==> src/rtl/hp1349a_bus_rx.sv <==
// hp1349a_bus_rx -- receiver for the HP1349A-style LDAV/LRFD parallel word
// handshake feeding a display-list FIFO.
//
// Ports:
//   clk, rst          system clock, synchronous active-high reset
//   enable            allows a new transfer to start from IDLE
//   clear_err         pulse: clears sticky flags and drop_count
//   DATA, LDAV        asynchronous source bus and data-available strobe
//   LRFD              ready-for-data, active low
//   fifo_full         downstream back-pressure
//   fifo_write_en     one-cycle write strobe
//   fifo_write_data   {overrun_mark, DATA}, held between writes
//   read_state_r      FSM state, busy = state != IDLE
//   word_count        words written (wraps), drop_count words dropped (saturates)
//   overrun_err, timeout_err   sticky error flags
module hp1349a_bus_rx #(
   parameter int DATA_W         = 15,
   parameter int SYNC_STAGES    = 2,
   parameter int SETTLE_CYCLES  = 2,
   parameter int HOLDOFF_CYCLES = 255,
   parameter int ACK_TIMEOUT    = 1023,
   parameter bit DROP_ON_FULL   = 1'b0,
   parameter int CNT_W          = 16
) (
   input  logic              clk,
   input  logic              rst,
   input  logic              enable,
   input  logic              clear_err,
   input  logic [DATA_W-1:0] DATA,
   input  logic              LDAV,
   output logic              LRFD,
   input  logic              fifo_full,
   output logic              fifo_write_en,
   output logic [DATA_W:0]   fifo_write_data,
   output logic [2:0]        read_state_r,
   output logic              busy,
   output logic [CNT_W-1:0]  word_count,
   output logic [CNT_W-1:0]  drop_count,
   output logic              overrun_err,
   output logic              timeout_err
);

   // One down-counter serves the ACK timer, settle delay and holdoff, since
   // only one of them is live in any state.
   localparam int M1   = (ACK_TIMEOUT > HOLDOFF_CYCLES) ? ACK_TIMEOUT : HOLDOFF_CYCLES;
   localparam int MAXC = (M1 > SETTLE_CYCLES) ? M1 : SETTLE_CYCLES;
   localparam int TW   = $clog2(MAXC + 2);

   // Timer reaches 0 on the ACK_TIMEOUT-th ACK cycle, which is when we give up.
   localparam logic [TW-1:0] ACK_LD    = (ACK_TIMEOUT > 0) ? TW'(ACK_TIMEOUT - 1) : '0;
   localparam logic [TW-1:0] SETTLE_LD = TW'(SETTLE_CYCLES);
   localparam logic [TW-1:0] HOLD_LD   = TW'(HOLDOFF_CYCLES);

   typedef enum logic [2:0] {
      S_IDLE   = 3'd0,
      S_ACK    = 3'd1,
      S_SETTLE = 3'd2,
      S_WAIT   = 3'd3,
      S_WRITE  = 3'd4,
      S_HOLD   = 3'd5
   } state_t;

   state_t              state_q, state_d;
   logic                rfd_q, rfd_d;
   logic [TW-1:0]       cnt_q, cnt_d;
   logic [SYNC_STAGES-1:0] sync_q;
   logic [DATA_W:0]     wdata_q, wdata_d;
   logic [CNT_W-1:0]    wc_q, wc_d;
   logic [CNT_W-1:0]    dc_q, dc_d;
   logic                oe_q, oe_d;
   logic                te_q, te_d;
   logic                mark_q, mark_d;
   logic                ldav_s;

   assign ldav_s = sync_q[SYNC_STAGES-1];

   always_ff @(posedge clk) begin
      if (rst) begin
         state_q <= S_IDLE;
         rfd_q   <= 1'b0;
         cnt_q   <= '0;
         sync_q  <= '0;
         wdata_q <= '0;
         wc_q    <= '0;
         dc_q    <= '0;
         oe_q    <= 1'b0;
         te_q    <= 1'b0;
         mark_q  <= 1'b0;
      end else begin
         state_q <= state_d;
         rfd_q   <= rfd_d;
         cnt_q   <= cnt_d;
         sync_q  <= {sync_q[SYNC_STAGES-2:0], LDAV};
         wdata_q <= wdata_d;
         wc_q    <= wc_d;
         dc_q    <= dc_d;
         oe_q    <= oe_d;
         te_q    <= te_d;
         mark_q  <= mark_d;
      end
   end

   always_comb begin
      state_d = state_q;
      rfd_d   = rfd_q;
      cnt_d   = cnt_q;
      wdata_d = wdata_q;
      wc_d    = wc_q;
      dc_d    = dc_q;
      oe_d    = oe_q;
      te_d    = te_q;
      mark_d  = mark_q;

      // Applied first so a same-cycle drop or timeout overrides the clear.
      if (clear_err) begin
         oe_d = 1'b0;
         te_d = 1'b0;
         dc_d = '0;
      end

      case (state_q)
         S_IDLE: begin
            // Level sensitive: LDAV still high after holdoff starts a new word.
            if (enable && ldav_s) begin
               rfd_d   = 1'b1;
               cnt_d   = ACK_LD;
               state_d = S_ACK;
            end
         end
         S_ACK: begin
            if (!ldav_s) begin
               cnt_d   = SETTLE_LD;
               state_d = S_SETTLE;
            end else if (ACK_TIMEOUT != 0) begin
               if (cnt_q == '0) begin
                  rfd_d   = 1'b0;
                  te_d    = 1'b1;
                  cnt_d   = HOLD_LD;
                  state_d = S_HOLD;
               end else begin
                  cnt_d = cnt_q - TW'(1);
               end
            end
         end
         S_SETTLE: begin
            if (cnt_q == '0) begin
               wdata_d = {mark_q, DATA};
               rfd_d   = 1'b0;
               state_d = S_WAIT;
            end else begin
               cnt_d = cnt_q - TW'(1);
            end
         end
         S_WAIT: begin
            if (!fifo_full) begin
               state_d = S_WRITE;
            end else if (DROP_ON_FULL) begin
               dc_d    = (&dc_d) ? dc_d : dc_d + CNT_W'(1);
               oe_d    = 1'b1;
               mark_d  = 1'b1;
               cnt_d   = HOLD_LD;
               state_d = S_HOLD;
            end
         end
         S_WRITE: begin
            wc_d    = wc_q + CNT_W'(1);
            mark_d  = 1'b0;
            cnt_d   = HOLD_LD;
            state_d = S_HOLD;
         end
         S_HOLD: begin
            if (cnt_q == '0) state_d = S_IDLE;
            else             cnt_d   = cnt_q - TW'(1);
         end
         default: begin
            state_d = S_IDLE;
            rfd_d   = 1'b0;
         end
      endcase
   end

   assign LRFD            = ~rfd_q;
   assign fifo_write_en   = (state_q == S_WRITE);
   assign fifo_write_data = wdata_q;
   assign read_state_r    = state_q;
   assign busy            = (state_q != S_IDLE);
   assign word_count      = wc_q;
   assign drop_count      = dc_q;
   assign overrun_err     = oe_q;
   assign timeout_err     = te_q;

endmodule

==> config.mk <==
export PLATFORM = sky130hd
export DESIGN_NAME = hp1349a_bus_rx
export DESIGN_NICKNAME = d
export VERILOG_FILES = /design/src/rtl/hp1349a_bus_rx.sv
export SDC_FILE = /design/constraint.sdc
export NUM_CORES = 1
export LEC_CHECK = 0
export CAP_MARGIN = 20
export CORE_UTILIZATION = 46
export CTS_CLUSTER_SIZE = 28
export DETAILED_ROUTE_END_ITERATION = 10
export PLACE_DENSITY_LB_ADDON = 0.25
export SLEW_MARGIN = 0
export SYNTH_ARGS = -nofsm -noshare
export SYNTH_HDL_FRONTEND = slang
export SYNTH_SLANG_ARGS = --single-unit
export TNS_END_PERCENT = 100
==> constraint.sdc <==
create_clock -name clk -period 2.1 [get_ports clk]
set_input_delay 0.525 -clock clk [delete_from_list [all_inputs] [get_ports clk]]
set_output_delay 0.525 -clock clk [all_outputs]
set_load 0.02 [all_outputs]
==> flow_summary.toml, run 1 <==
[finish]
layout_commonest_cell = "clkdlybuf4s50_1"
multi_input_area_sq_um = 1310
drive_gt1_frac = 0.108
layoutNonFillerInstCount = 449
regArea_sq_um = 982
fill_cells = 466
final_cell_mix = "clkdlybuf4s50_1, nand2_1, dfxtp_1"
area_growth_pct = 32.7
fin_nets = 401
final_area_sq_um = 3260
diodes = 0

[die]
die_area_sq_um = 5640
die_w_um = 75.1
die_y_um = 75.1
fp-row-count = 26
start_util = 0.479
ios = 77
coreArea_sq_um = 5140

[global_route]
grt_pass1_vias = 1955
antenna_found_initial = 0
grt_pass1_wl_um = 8850
overflow = 0
grt_start_max_net_pins = 38
grt_use_total = 0.206

[pwr]
power_leakage_nw = 1.19
pwr-share-seq = 0.419
power_switching_w = 0.000841
pwr_density_cell_nw_per_um2 = 774
worst_ir_drop_vdd_uv = 373
p_int_w = 0.00168
p_clk_frac = 0.274
swShare = 0.333
p_comb_frac = 0.307

[timing]
finalCriticalPeriod_ps = 2040
rsz0062_at_grt = "false"
period_share = 0.972
finClkSkew_ps = 8.97
setup_viol = 0
max_clock_freq_mhz = 490
maxSlewViolCount = 0
final_hold_viol_count = 0
tns_ps = 0

[clock_network]
numCtsBuffers = 5
h-tree-depth = 2
cts_tree = "built"
clockRootBuffer = "clkbuf_8"
clkSinkCount = 49
clock_latency_ps = 310
clockBufferDepth = 2
hold_buffers = 0
clk_pin_slew_worst_paths_ps = 90

[critical_path]
crit_fanout = 9
r2r_cells = 8
r2r_slack_ps = 120
cp-start-kind = "register"
worst_setup_path_end_kind = "primary output"
arrival_ps = 1520
worst_ep_required_time_ps = 1570
crit_type = "reg2out"

[placement]
place_congestion = 0.891
place_inst = 441
io_buffers = 58
dpl.hpwl_um = 3980
placed_cell_area_sq_um = 3140

[yosys]
yosys.area_share.xor_xnor = 0.0392
synth.avg_cell_area_sq_um = 7.94
ys_types = 52
seq_area_frac_synth = 0.399
yosysWarnings = 0
synth.area.mux_share = 0.00865
yosysTopAreaCell = "dfxtp_1"
ys_ff_latch = 49
synth_compound_gate_area_share = 0.169
syn_inst = 310
ys.flop_type = "dfxtp_1"
synthTopCellsByArea = "dfxtp_1, nand2_1, a21oi_1"
async_reset_ff_frac = 0
synth-simple-area-share = 0.276
synth_top_area_frac = 0.399
synth_edf_count = 0
synth_top_family_by_area = "simple AND/OR/NAND/NOR gates"
synthesis.area_sq_um = 2460
synth_adder_area_share = 0.0102

[detailed_routing]
wirelength_um = 5690
drt_iter0_markers = 123
dr.pass1.iters = 4
vias = 2303
drt.antenna.violating_nets = 0
wl_per_cell_um = 12.7
drc = 0
vias_per_cell = 5.13

[outcome]
status = "finished clean"

[min_path]
min_path_type = "reg2reg"
hold_depth = 1

[job]
drv_cap = 0
==> repair_timing <==
item | 4_1_cts | 5_1_grt
resized for setup | 3 | 2
gates cloned | 0 | 0
buffers inserted | 0 | 0
setup endpoints to repair | 3 | 5
==> final cells by class <==
cell class	count	area share
Clock inverter	3	0.0134
Sequential cell	49	0.301
Inverter	13	0.0150
Tap cell	70	0.0268
Timing Repair Buffer	75	0.220
Clock buffer	5	0.0211
Multi-Input combinational cell	234	0.403
==> power by group through the flow <==
stage	clock, W	sequential, W	combinational, W
finish	0.000692	0.00106	0.000776
global route	0.000743	0.00107	0.000847
CTS	0.000703	0.00106	0.000757
detailed placement	0	0.00108	0.000755
global placement	0	0.00107	0.000748
floorplan	0	0.00107	0.000496
==> metal layers <==
layer  vias up  share of wire  GRT usage
met5         -              0          0
met4         0         0.0074     0.0461
met3         6          0.049     0.0495
met2        67           0.48      0.345
met1      1066           0.47      0.268
li1       1164              -          -
==> cell usage after synthesis (5+ instances only) <==
cell	instances
dfxtp_1	49
nand3_1	8
or3_1	8
nor3_1	10
clkbuf_1	6
a21oi_1	31
nand2_1	49
inv_1	13
nor2b_1	6
xnor2_1	7
o21ai_0	14
buf_4	18
nor2_1	27
buf_2	5
==> logic make-up (layout without fill, tap and decap cells) <==
group / after synthesis / after routing
AOI/OAI and AO/OA: 67 / 67
xor gates and xnor gates: 11 / 11
adders and majority gates: 2 / 2
buffers and inverters: 44 / 96
DFF: 49 / 49
muxes: 2 / 2
other: 1 / 18
and+or+nand+nor: 134 / 134
==> worst max-delay path, stage by stage (launching register included) <==
cell	delay (ps)
dfxtp_2	430
buf_4	180
clkdlybuf4s50_1	600
==> flip-flops by register name, summed over array words and instances, names as in the netlist <==
name,count
rfd_q,1
word_count,16
fifo_write_data,15
timeout_err,1
sync_q,2
cnt_q,11
read_state_r,3
==> through the flow <==
| step | hold WS [ps] | util | total power (W) | worst slack [ps] |
|---|---|---|---|---|
| after floorplan | 414 | - | 0.00157 | 133 |
| after global placement | 418 | 0.611 | 0.00182 | 147 |
| after detailed placement | 429 | 0.611 | 0.00183 | 96.0 |
| after CTS | 456 | 0.633 | 0.00252 | 61.3 |
| after global routing | 467 | 0.635 | 0.00266 | 3.05 |
| final | 447 | 0.635 | 0.00253 | 58.5 |
==> worst paths after layout <==
| check | from | to |
|---|---|---|
| max | read_state_r[1]$_SDFFE_PP0P_ | read_state_r[1] |
| min | sync_q[0]$_SDFF_PP0_ | sync_q[1]$_SDFF_PP0_ |
| max reg2reg | cnt_q[0]$_SDFFE_PP0P_ | cnt_q[8]$_SDFFE_PP0P_ |
| min reg2reg | sync_q[0]$_SDFF_PP0_ | sync_q[1]$_SDFF_PP0_ |
(Power assumes the default switching activity.)
==> inputs of run 2 (changes only) <==
==> constraint.sdc (replaced) <==
create_clock -name clk -period 2.1 [get_ports clk]
set_input_delay 0.42 -clock clk [delete_from_list [all_inputs] [get_ports clk]]
set_output_delay 0.42 -clock clk [all_outputs]
set_load 0.02 [all_outputs]
==> run 2 against run 1 <==
Net effect: die area unchanged; clock power down 19%; routed wire length down 0.70%; design area down 0.31%; first-iteration DRC count down 12%; flip-flop and latch count unchanged; non-clock buffer count up 4; sequential share of layout area up 0.093 points; core utilization down 0.19 points; critical path type is now reg2reg.
==> flow_summary.toml, run 2 (synthesis gave the netlist of run 1 again) <==
[global_route]
antenna_found_initial = 0
grt_start_max_net_pins = 18
overflow = 0
grt_pass1_vias = 2006
grt_use_total = 0.210
grt_pass1_wl_um = 9040

[clock_network]
h-tree-depth = 2
post_cts_buffers = 0
clockBufferDepth = 2
numCtsBuffers = 5
clk_pin_slew_worst_paths_ps = 90
clkSinkCount = 49
cts_tree = "built"
clock_latency_ps = 310
clockRootBuffer = "clkbuf_8"

[critical_path]
r2r_slack_ps = 90
reg2reg_to = "cnt_q[0]$_SDFFE_PP0P_"
r2r_cells = 8
worst_setup_path_end_kind = "register"
reg2reg_from = "cnt_q[0]$_SDFFE_PP0P_"
cp-start-kind = "register"
arrival_ps = 2240
crit_fanout = 13
crit_type = "reg2reg"
worst_ep_required_time_ps = 2340

[finish]
drive_gt1_frac = 0.115
final_cell_mix = "clkdlybuf4s50_1, nand2_1, dfxtp_1"
fin_nets = 405
area_growth_pct = 32.2
layoutNonFillerInstCount = 453
layout_commonest_cell = "clkdlybuf4s50_1"
diodes = 0
largest_reg_flops = 16
final_util = 0.633

[detailed_routing]
dr.pass1.iters = 4
wirelength_um = 5650
drt_iter0_markers = 108
drt.antenna.violating_nets = 0
vias_per_cell = 5.18
vias = 2345
drc = 0
wl_per_cell_um = 12.5

[timing]
worst_pin_slew_ps = 534
tns_ps = 0
setup_viol = 0
finalCriticalPeriod_ps = 2010
maxSlewViolCount = 0
slew-limit-headroom = 0.641
max_clock_freq_mhz = 499
setup_ws_ps = 94.8
final_hold_viol_count = 0
holdWs_ps = 442
finClkSkew_ps = 7.76
period_share = 0.955

[pwr]
power_leakage_nw = 1.18
worst_ir_drop_vdd_uv = 384
pwr_density_cell_nw_per_um2 = 725

[job]
drv_cap = 0

[min_path]
hold_end = "sync_q[1]$_SDFF_PP0_"
hold_depth = 1
min_from = "sync_q[0]$_SDFF_PP0_"
min_path_type = "reg2reg"

[placement]
place_inst = 445
place_congestion = 0.895
io_buffers = 58
place_ws_ps = 128
dpl.hpwl_um = 4020

[die]
die_area_sq_um = 5640
die_w_um = 75.1
die_y_um = 75.1
fp-row-count = 26
start_util = 0.479
ios = 77
coreArea_sq_um = 5140

[outcome]
status = "finished clean"
[run 2: changes by cell type in the layout (fill, tap and decap cells not counted)]
cell,delta
buf_12,-1
inv_6,-1
bufinv_16,-1
clkinvlp_4,+2
clkinv_2,-1
clkbuf_1,+1
or3b_4,-1
buf_4,+5
or3b_2,+1
[run 2: how the worst max path moves through the flow]
stage | startpoint | endpoint | slack (ps)
after floorplan | read_state_r[2]$_SDFFE_PP0P_ | word_count[15]$_SDFFE_PP0P_ | 130
after global placement | cnt_q[4]$_SDFFE_PP0P_ | cnt_q[6]$_SDFFE_PP0P_ | 160
after detailed placement | cnt_q[0]$_SDFFE_PP0P_ | cnt_q[0]$_SDFFE_PP0P_ | 130
after CTS | cnt_q[0]$_SDFFE_PP0P_ | cnt_q[0]$_SDFFE_PP0P_ | 100
after global routing | cnt_q[0]$_SDFFE_PP0P_ | cnt_q[0]$_SDFFE_PP0P_ | -2
final | cnt_q[0]$_SDFFE_PP0P_ | cnt_q[0]$_SDFFE_PP0P_ | 90
[run 2: per-layer routing]
layer / routed length, um / share of wire / track usage
met4: 106 / 0.019 / 0.0797
met1: 2560 / 0.45 / 0.268
met5: 0 / 0 / 0
met3: 325 / 0.058 / 0.0495
met2: 2660 / 0.47 / 0.345
[run 2: repair_timing]
item                       CTS  global route
pin swaps                    0             1
hold buffers                 0             0
gates resized for setup      3             1
setup endpoints to repair    2             3
[run 2: critical path, stage by stage (launching register included)]
cell and delay, ps:
dfxtp_1 320, inv_1 80, ha_1 190, or3b_2 500, nor3_4 160, a221oi_2 80, buf_4 190, mux2_2 260
o22ai_1 130
[run 2: stage by stage]
step | power, W | cell area, sq um
2_1_floorplan | 0.00157 | 2520
3_3_place_gp | 0.00181 | 3160
3_5_place_dp | 0.00181 | 3160
4_1_cts | 0.00237 | 3250
5_1_grt | 0.00251 | 3250
6_report | 0.00236 | 3250
[run 2: cell type report]
cell class	instances	area [sq um]
Inverter	13	48.8
Timing Repair Buffer	79	736
Multi-Input combinational cell	234	1310
Clock buffer	6	72.6
Fill cell	489	1890
Clock inverter	2	15.0
Tap cell	70	87.6
Sequential cell	49	982
[run 2: where the power goes]
| part | internal [W] | switching [W] |
|---|---|---|
| clock | 0.000235 | 0.000324 |
| combinational | 0.000326 | 0.000420 |
| sequential | 0.000985 | 0.0000695 |
| total | 0.00155 | 0.000813 |
==> inputs of run 3 (changes only) <==
- SKIP_CTS_REPAIR_TIMING: unset -> 1
==> run 3 against run 2 <==
Net effect: routed wire length increased by 0.21%; worst hold slack about the same; clock power about the same; design area increased by 0.23%; clock skew about the same; combinational power about the same; sequential power about the same; critical endpoint unchanged; largest power group unchanged; highest routed layer unchanged.
==> flow_summary.toml, run 3 (synthesis gave the netlist of run 1 again) <==
[critical_path]
reg2reg_to = "cnt_q[0]$_SDFFE_PP0P_"
arrival_ps = 2250
crit_family = "simple AND/OR/NAND/NOR gates"
worstSetupStartpoint = "cnt_q[0]$_SDFFE_PP0P_"
reg2reg_from = "cnt_q[0]$_SDFFE_PP0P_"
path_depth = 8
r2r_cells = 8
crit_end = "cnt_q[0]$_SDFFE_PP0P_"
crit_buf_inv = 2
r2r_slack_ps = 90
worst_setup_path_end_kind = "register"
cp-start-kind = "register"
max_stage_delay_ps = 500
crit_fanout = 13
worst_ep_required_time_ps = 2340
slowest_stage = "or3b_2"
crit_chain = "inv_1, ha_1, or3b_2, nor3_4, a221oi_2, buf_4, mux2_2, o22ai_1"
crit_type = "reg2reg"

[finish]
layout_commonest_cell = "clkdlybuf4s50_1"
fill_cells = 484
diodes = 0
area_growth_pct = 32.6
fin_nets = 405
drive_gt1_frac = 0.115
final_cell_mix = "clkdlybuf4s50_1, nand2_1, dfxtp_1"
largest_reg_flops = 16
final_area_sq_um = 3260

[clock_network]
h-tree-depth = 2
clockRootBuffer = "clkbuf_8"
cts_tree = "built"
clk_pin_slew_worst_paths_ps = 90
clock_latency_ps = 310
numCtsBuffers = 5
clkSinkCount = 49
clockBufferDepth = 2

[job]
drv_cap = 0

[placement]
place_congestion = 0.895
dpl.hpwl_um = 4020
io_buffers = 58
placed_cell_area_sq_um = 3160

[min_path]
min_path_type = "reg2reg"

[detailed_routing]
dr.pass1.iters = 4
drt_iter0_markers = 102
drt.antenna.violating_nets = 0
vias_per_cell = 5.17
vias = 2344
wl_per_cell_um = 12.5
drc = 0
wirelength_um = 5660

[die]
start_util = 0.479
ios = 77
fp-row-count = 26
die_y_um = 75.1
die_area_sq_um = 5640
die_w_um = 75.1
coreArea_sq_um = 5140

[timing]
finalCriticalPeriod_ps = 2010
maxSlewViolCount = 0
max_clock_freq_mhz = 497
period_share = 0.958
finClkSkew_ps = 8.07
final_hold_viol_count = 0
setup_viol = 0
worst_pin_slew_ps = 532
slew-limit-headroom = 0.642
tns_ps = 0

[global_route]
grt_use_total = 0.210
overflow = 0
antenna_found_initial = 0
grt_start_max_net_pins = 18
grt_pass1_wl_um = 9030
grt_pass1_vias = 2008

[outcome]
status = "finished clean"

[pwr]
worst_ir_drop_vdd_uv = 384
pwr_density_cell_nw_per_um2 = 724
power_leakage_nw = 1.21
run 3: cell count changes in the layout (fill, tap and decap cells not counted):
cell	previous run	this run
dlygate4sd2_1	2	0
dlymetal6s2s_1	0	2
run 3: routing by layer:
metal  track usage  vias to the layer above  part of all wire
met4        0.0797                        0             0.019
met1         0.268                     1081              0.45
met2         0.345                       73              0.47
met3        0.0495                        9             0.055
li1              -                     1181                 -
met5             0                        -                 0
run 3: worst min-delay path by stage:
stage	start	end	depth (start not counted)
final	sync_q[0]$_SDFF_PP0_	sync_q[1]$_SDFF_PP0_	1
after global routing	sync_q[0]$_SDFF_PP0_	sync_q[1]$_SDFF_PP0_	1
after CTS	sync_q[0]$_SDFF_PP0_	sync_q[1]$_SDFF_PP0_	1
after detailed placement	sync_q[0]$_SDFF_PP0_	sync_q[1]$_SDFF_PP0_	1
after global placement	sync_q[0]$_SDFF_PP0_	sync_q[1]$_SDFF_PP0_	1
after floorplan	sync_q[0]$_SDFF_PP0_	sync_q[1]$_SDFF_PP0_	1
run 3: per-stage QoR:
step                      instances  utilization  worst slack, ps  hold slack (ps)  total power (W)
after floorplan                 327            -              133              414          0.00157
after global placement          445        0.615              160              416          0.00181
after detailed placement        445        0.615              128              422          0.00181
after CTS                       453        0.632             -134              444          0.00238
after global routing            453        0.634           -0.994              469          0.00251
final                           453        0.634             88.2              442          0.00236
run 3: area by class of cell:
type / count / area [sq um] / area share
clock inverters: 2 / 15.0 / 0.00460
repair buffers: 79 / 743 / 0.228
well taps: 70 / 87.6 / 0.0269
inverters: 13 / 48.8 / 0.0150
multi-input cells: 234 / 1310 / 0.402
clock buffers: 6 / 72.6 / 0.0223
flip-flops and latches: 49 / 982 / 0.301
run 3: power breakdown:
| group | internal, W | switching (W) |
|---|---|---|
| clock | 0.000235 | 0.000324 |
| combinational | 0.000329 | 0.000419 |
| sequential | 0.000985 | 0.0000698 |
| total | 0.00155 | 0.000813 |
